===== src/rtl/hamming_decoder.sv =====
// Two-stage pipelined SECDED decoder for a 13-bit extended Hamming(12,8) codeword.
// Stage 1 captures the word with its syndrome; stage 2 holds the corrected byte, flags and counters.
module hamming_decoder #(
   parameter int CNT_W = 16
) (
   input  logic             clk,
   input  logic             rst_n,
   input  logic [12:0]      code_in,
   input  logic             in_valid,
   output logic             in_ready,
   output logic [7:0]       data_out,
   output logic             err_single,
   output logic             err_double,
   output logic [3:0]       err_pos,
   output logic             out_valid,
   input  logic             out_ready,
   input  logic             cnt_clr,
   output logic [CNT_W-1:0] cnt_single,
   output logic [CNT_W-1:0] cnt_double
);

   localparam logic [CNT_W-1:0] CNT_MAX = {CNT_W{1'b1}};

   // Bit gi of the syndrome covers every position (index+1) whose bit gi is set.
   function automatic logic [11:0] syn_mask(input int bit_idx);
      logic [11:0] m;
      m = '0;
      for (int p = 1; p <= 12; p++) begin
         m[p-1] = ((p >> bit_idx) & 1) != 0;
      end
      return m;
   endfunction

   logic [3:0]       syn_next;
   logic             pfail_next;

   logic             s1_valid_reg;
   logic [12:0]      s1_code_reg;
   logic [3:0]       s1_syn_reg;
   logic             s1_pfail_reg;

   logic             s2_valid_reg;
   logic [7:0]       data_reg;
   logic             single_reg;
   logic             double_reg;
   logic [3:0]       pos_reg;
   logic [CNT_W-1:0] cnt_single_reg;
   logic [CNT_W-1:0] cnt_double_reg;

   logic             s1_load;
   logic             s2_load;
   logic             out_xfer;

   logic             fix_data;
   logic             fix_p0;
   logic             dbl_next;
   logic [12:0]      corrected;
   logic [7:0]       data_next;
   logic [3:0]       pos_next;

   genvar gi;
   generate
      for (gi = 0; gi < 4; gi++) begin : g_syn
         assign syn_next[gi] = ^(code_in[11:0] & syn_mask(gi));
      end
   endgenerate

   assign pfail_next = ^code_in;

   assign s2_load  = s1_valid_reg && (!s2_valid_reg || out_ready);
   assign in_ready = !s1_valid_reg || s2_load;
   assign s1_load  = in_valid && in_ready;
   assign out_xfer = s2_valid_reg && out_ready;

   always_comb begin
      fix_data  = s1_pfail_reg && (s1_syn_reg != 4'd0) && (s1_syn_reg <= 4'd12);
      fix_p0    = s1_pfail_reg && (s1_syn_reg == 4'd0);
      // Any nonzero syndrome that is not a correctable single flip is uncorrectable.
      dbl_next  = (s1_syn_reg != 4'd0) && !fix_data;
      corrected = s1_code_reg ^ (fix_data ? (13'd1 << (s1_syn_reg - 4'd1)) : 13'd0);
      data_next = {corrected[11], corrected[10], corrected[9], corrected[8],
                   corrected[6], corrected[5], corrected[4], corrected[2]};
      pos_next  = 4'd0;
      if (fix_data) begin
         pos_next = s1_syn_reg - 4'd1;
      end else if (fix_p0) begin
         pos_next = 4'd12;
      end
   end

   always_ff @(posedge clk or negedge rst_n) begin
      if (!rst_n) begin
         s1_valid_reg <= 1'b0;
         s1_code_reg  <= '0;
         s1_syn_reg   <= '0;
         s1_pfail_reg <= 1'b0;
      end else if (s1_load) begin
         s1_valid_reg <= 1'b1;
         s1_code_reg  <= code_in;
         s1_syn_reg   <= syn_next;
         s1_pfail_reg <= pfail_next;
      end else if (s2_load) begin
         s1_valid_reg <= 1'b0;
      end
   end

   always_ff @(posedge clk or negedge rst_n) begin
      if (!rst_n) begin
         s2_valid_reg <= 1'b0;
         data_reg     <= '0;
         single_reg   <= 1'b0;
         double_reg   <= 1'b0;
         pos_reg      <= '0;
      end else if (s2_load) begin
         s2_valid_reg <= 1'b1;
         data_reg     <= data_next;
         single_reg   <= fix_data || fix_p0;
         double_reg   <= dbl_next;
         pos_reg      <= pos_next;
      end else if (out_xfer) begin
         s2_valid_reg <= 1'b0;
      end
   end

   // Counters advance only on an accepted result; a clear wins over a same-cycle increment.
   always_ff @(posedge clk or negedge rst_n) begin
      if (!rst_n) begin
         cnt_single_reg <= '0;
         cnt_double_reg <= '0;
      end else if (cnt_clr) begin
         cnt_single_reg <= '0;
         cnt_double_reg <= '0;
      end else if (out_xfer) begin
         if (single_reg && (cnt_single_reg != CNT_MAX)) begin
            cnt_single_reg <= cnt_single_reg + 1'b1;
         end
         if (double_reg && (cnt_double_reg != CNT_MAX)) begin
            cnt_double_reg <= cnt_double_reg + 1'b1;
         end
      end
   end

   assign out_valid  = s2_valid_reg;
   assign data_out   = data_reg;
   assign err_single = single_reg;
   assign err_double = double_reg;
   assign err_pos    = pos_reg;
   assign cnt_single = cnt_single_reg;
   assign cnt_double = cnt_double_reg;

endmodule


===== config.mk =====
export PLATFORM = sky130hd
export DESIGN_NAME = hamming_decoder
export DESIGN_NICKNAME = d
export VERILOG_FILES = /design/src/rtl/hamming_decoder.sv
export SDC_FILE = /design/constraint.sdc
export NUM_CORES = 1
export LEC_CHECK = 0
export CAP_MARGIN = 25
export CORE_AREA = 2 2 82 123
export CTS_BUF_LIST = sky130_fd_sc_hd__clkbuf_8
export DETAILED_ROUTE_END_ITERATION = 7
export DIE_AREA = 0 0 84 125
export PLACE_DENSITY = 0.67
export RECOVER_POWER = 50
export SYNTH_ARGS = -nofsm -noshare
export SYNTH_HDL_FRONTEND = slang
export SYNTH_SLANG_ARGS = --single-unit

===== constraint.sdc =====
create_clock -name clk -period 2.4 [get_ports clk]
set_clock_uncertainty 0.05 [all_clocks]
set_input_delay 0.6 -clock clk [delete_from_list [all_inputs] [get_ports clk]]
set_output_delay 0.6 -clock clk [all_outputs]
set_load 0.02 [all_outputs]

* Word level (Yosys, flattened, before mapping)
Index checks and enable logic that the tools add are counted.
** Cells by class
- Shifts and indexed selects :: 1
- Reductions and logical operators :: 29
- Magnitude comparators :: 1
- Add/subtract/negate cells :: 3
- Bitwise operators :: 1
- Muxes and demuxes :: 13
- Eq/ne operators :: 2
** Operators by type and width (count)
- 2-to-1 mux 16 bit :: 6
- XOR reduction 12 bit :: 4
- adder 16 x 1 -> 16 bit, second input constant :: 2
- != test 16 bit, second input constant :: 2
- XOR reduction 13 bit :: 1
- 2-to-1 mux 12 bit :: 1
- << shifter 1 x 4 -> 12 bit, first input constant :: 1
- XOR 12 bit :: 1
- nonzero test 2 bit :: 5
- logical AND 1 bit :: 9
- 2-to-1 mux 4 bit :: 2
- less-or-equal comparator 4 bit, second input constant :: 1
- logical NOT 4 bit :: 1
- 2-to-1 mux 1 bit :: 4
- AND reduction 2 bit :: 2
- nonzero test 4 bit :: 1
- subtractor 4 x 1 -> 4 bit, second input constant :: 1
- logical NOT 1 bit :: 3
- logical OR 1 bit :: 3
** Storage, ports and cells
- Input bits :: 18
- Register bits :: 65

* Depth between registers and ports, before layout
- Depth in word-level cells :: 6
- Gate-level depth with buffers :: 8
- Depth with buffers taken out :: 7

* Worst setup path after synthesis
No wires, ideal clock.
- Path kind :: in2reg
- Start point :: input port out_ready
- End point :: register s1_code_reg[5]
- Library setup time :: 125 ps
- Slack :: 483 ps
- Arrival time :: 1742 ps
- Path buffers :: 1
- Stages :: 4
- Required time :: 2225 ps
- Cells stage by stage :: nand3b_1 -> nand2_1 -> buf_2 -> mux2_2
** Between the ends
- Word-level cells in the longest chain between the ends :: 4
** RTL lines
- start, declared :: RTL line 16 : input logic out_ready,
- logical OR 1 bit :: RTL line 70 : assign s2_load = s1_valid_reg && (!s2_valid_reg || out_ready);
- logical AND 1 bit :: RTL line 70
- logical OR 1 bit :: RTL line 71 : assign in_ready = !s1_valid_reg || s2_load;
- logical AND 1 bit :: RTL line 72 : assign s1_load = in_valid && in_ready;
- end signal, assigned :: RTL line 99 : s1_code_reg <= code_in;
- end, declared :: RTL line 38 : logic [12:0] s1_code_reg;
Every way passes these cells.
A chain may end at the register's enable or synchronous reset.

* Final worst setup path
- Start point :: input port out_ready
- End point :: register s1_code_reg[4]
Same word-level chain as after synthesis.

==> results.py <==
metrics = {
    "worst_setup_path": {
        "r2r_cells": 5,
        "required_ns": 2.58,
        "r2r-end": "cnt_double[7]$_DFFE_PN0P_",
        "crit_path_end_kind": "register",
        "r2r_slack_ns": 0.40,
        "crit_type": "in -> reg",
        "cp.arrival_ns": 2.43,
        "cp-start-kind": "primary input",
        "cp_max_fo": 17,
        "r2r_start": "cnt_double[4]$_DFFE_PN0P_",
    },
    "min_path": {
        "worstHoldPathCells": 2,
        "hold_path_class": "reg -> reg",
        "hold_path_end": "err_pos[3]$_DFFE_PN0P_",
        "min_from": "err_pos[3]$_DFFE_PN0P_",
    },
    "clock_network": {
        "cts.clk_slew.worst_paths_ns": 0.07,
        "cts_max_level": 3,
        "cts_root_buf": "clkbuf_8",
        "clk_latency_ns": 0.35,
        "cts_buffers": 9,
        "cts_tree": "built",
        "cts_hold_buffers": 0,
        "cts.sinks": 61,
        "clockBufferDepth": 2,
    },
    "placement": {
        "dp_hpwl_um": 5646,
        "place.gp.congestion": 0.8311,
        "dp_cells": 520,
        "io_buffer_count": 65,
    },
    "power_and_ir_drop": {
        "ir_drop_v": 0.0003926,
        "power.leakage_nw": 1.734,
        "powerDensity_mw_per_mm2": 714.6,
    },
    "logic_synthesis": {
        "ys.flop_type": "dfrtp_1",
        "synth_top_area_share_pct": 44.71,
        "ys_top_cells_by_count": "61 x dfrtp_1, 40 x nor2_1, 36 x xnor2_1",
        "yosysSeqAreaShare_pct": 44.71,
        "ys_async_sr_fraction_pct": 100.0,
        "synth_edf_count": 0,
        "synth_nets": 367,
        "ys_warn_count": 0,
        "ys_ff_latch": 61,
        "synthTopCellsByArea": "dfrtp_1 45%, xnor2_1 9.2%, xor2_1 4.6%",
        "synthMostInstantiatedCell": "dfrtp_1",
        "synth.largest_area_cell": "dfrtp_1",
        "synth.avg_cell_area_um2": 9.984,
        "ys_types": 49,
        "synth_cells": 342,
        "syn_area_mm2": 0.003415,
    },
    "finish": {
        "nNetsFinal": 441,
        "layout.cells.non_filler": 536,
        "area_delta_synth_final_pct": 28.62,
        "drive_gt1_share_pct": 11.40,
        "diodes": 0,
    },
    "detailed_routing": {
        "drtAntennaViolNets": 0,
        "wl_met2_um": 3998,
        "viasPerCell": 5.132,
        "top_layer": "met4",
        "wl_met1_um": 3148,
        "met3_length_um": 298,
        "drtIter0Drc": 115,
        "post_drt_wl_per_cell_um": 14.25,
        "drcViolationCount": 0,
        "drt_first_pass_iters": 4,
        "routed_wl_um": 7637,
        "via_count": 2751,
    },
    "timing": {
        "finalMaxSlewViolations": 62,
        "slew_headroom_pct": -1.639,
        "tightest_slew_ns": 1.525,
        "min_period_ns": 2.252,
        "fin_crit_sh_pct": 93.82,
        "setup_viol": 0,
        "rsz0062_at_grt": "no",
        "fmax_mhz": 444.1,
        "fin_tns_setup_ns": 0,
        "timing_hold_violations_final": 0,
        "hold_slack_ns": 0.4316,
    },
    "floorplanning": {
        "fp.dieArea_mm2": 0.01050,
        "core_mm2": 0.009524,
        "io_pins": 66,
        "die_y_um": 125,
        "start_util_pct": 35.85,
        "die_w_um": 84,
        "core.rowCount": 44,
    },
    "status": {
        "status": "complete, but fails checks",
        "violations": "capacitance limit, slew limit",
    },
    "global_routing": {
        "antenna_found_initial": 0,
        "globalRouteTotalUtil_pct": 15.48,
        "grt_pass1_wl_um": 13070,
        "grt_max_degree": 62,
        "grt_pass1_vias": 2812,
        "grt_overflow_total": 0,
    },
    "flow_run": {
        "drv_cap": 1,
    },
}
-- what timing repair did --
| action | CTS | global route |
|---|---|---|
| buffers inserted | 0 | 0 |
| resized for setup | 1 | 0 |
| endpoints found under the setup margin | 1 | 0 |
-- per-stage QoR --
step                utilization (%)  instance area (µm²)  setup slack (ns)  total power [mW]
global placement              44.59                 4247          -0.04974             2.268
global route                  46.11                 4392           0.08102             3.347
CTS                           46.58                 4437            0.1439             3.206
finish                        46.11                 4392            0.1483             3.139
floorplan                         -                 3415            0.4835             1.884
detailed placement            44.59                 4247          -0.06636             2.286
-- cells in the final DEF, fill, tap and decap left out, types with 3 or more instances in the layout --
cell / netlist / final
a211oi_1: 3 / 3
a21oi_1: 5 / 5
a31oi_1: 3 / 3
and3_1: 3 / 4
and4_1: 6 / 6
buf_4: 1 / 7
clkbuf_8: 0 / 10
clkdlybuf4s50_1: 0 / 63
clkinv_2: 0 / 4
dfrtp_1: 61 / 61
ha_1: 7 / 7
inv_1: 7 / 8
mux2_2: 9 / 9
nand2_1: 31 / 31
nand2b_1: 5 / 5
nand3_1: 15 / 15
nand3b_1: 3 / 3
nand4_1: 8 / 8
nor2_1: 40 / 40
nor3_1: 11 / 11
nor4_1: 3 / 3
nor4_4: 4 / 3
o211ai_1: 3 / 3
o21ai_0: 20 / 20
xnor2_1: 36 / 36
xor2_1: 18 / 18
-- layer usage --
| metal | vias to the layer above | track usage, % |
|---|---|---|
| met1 | 1330 | 17.43 |
| met2 | 58 | 27.06 |
| met5 | - | 0 |
| met4 | 0 | 7.780 |
| met3 | 14 | 3.696 |
| li1 | 1349 | - |
-- critical path, stage by stage --
cell             delay [ns]
clkdlybuf4s50_1        0.41
nand3b_1               0.18
clkbuf_4               0.16
nand2_1                0.05
clkbuf_1               0.61
mux2_2                 0.41
-- how the worst max path moves through the flow --
stage                                          from                          end  slack [ns]  cells after the start
after detailed placement                  out_ready                     in_ready       -0.07                      3
after CTS                 cnt_single[6]$_DFFE_PN0P_                cnt_single[6]        0.14                      1
after floorplan                           out_ready   s1_code_reg[5]$_DFFE_PN0P_        0.48                      4
after global placement                    out_ready                     in_ready       -0.05                      3
final                                     out_ready   s1_code_reg[4]$_DFFE_PN0P_        0.15                      6
after global routing                      out_ready  s1_code_reg[11]$_DFFE_PN0P_        0.08                      6
-- area by class of cell --
cell class | count | area [µm²]
fill | 912 | 5132
multi-input combinational | 261 | 1787
sequential | 61 | 1526
timing repair buffer | 76 | 716.9
tap | 115 | 143.9
clock buffer | 10 | 137.6
clock inverter | 6 | 53.80
inverter | 7 | 26.28
-- logic make-up after synthesis --
| group | count (synthesis) | share of synthesized area (%) |
|---|---|---|
| AO/OA/AOI/OAI | 47 | 9.051 |
| XOR/XNOR | 54 | 13.85 |
| adder cells (fa/ha/maj) | 7 | 2.565 |
| buffers and inverters | 20 | 2.675 |
| flip-flops | 61 | 44.70 |
| multiplexers | 9 | 2.968 |
| AND/OR/NAND/NOR | 144 | 24.18 |
-- power by group --
| group | internal (mW) | switching (mW) | total (mW) | leakage, nW |
|---|---|---|---|---|
| registers | 1.17 | 0.144 | 1.31 | 0.798 |
| logic | 0.432 | 0.502 | 0.934 | 0.829 |
| clock network | 0.496 | 0.398 | 0.894 | 0.107 |
No activity file was read; power rests on OpenSTA's default activity.
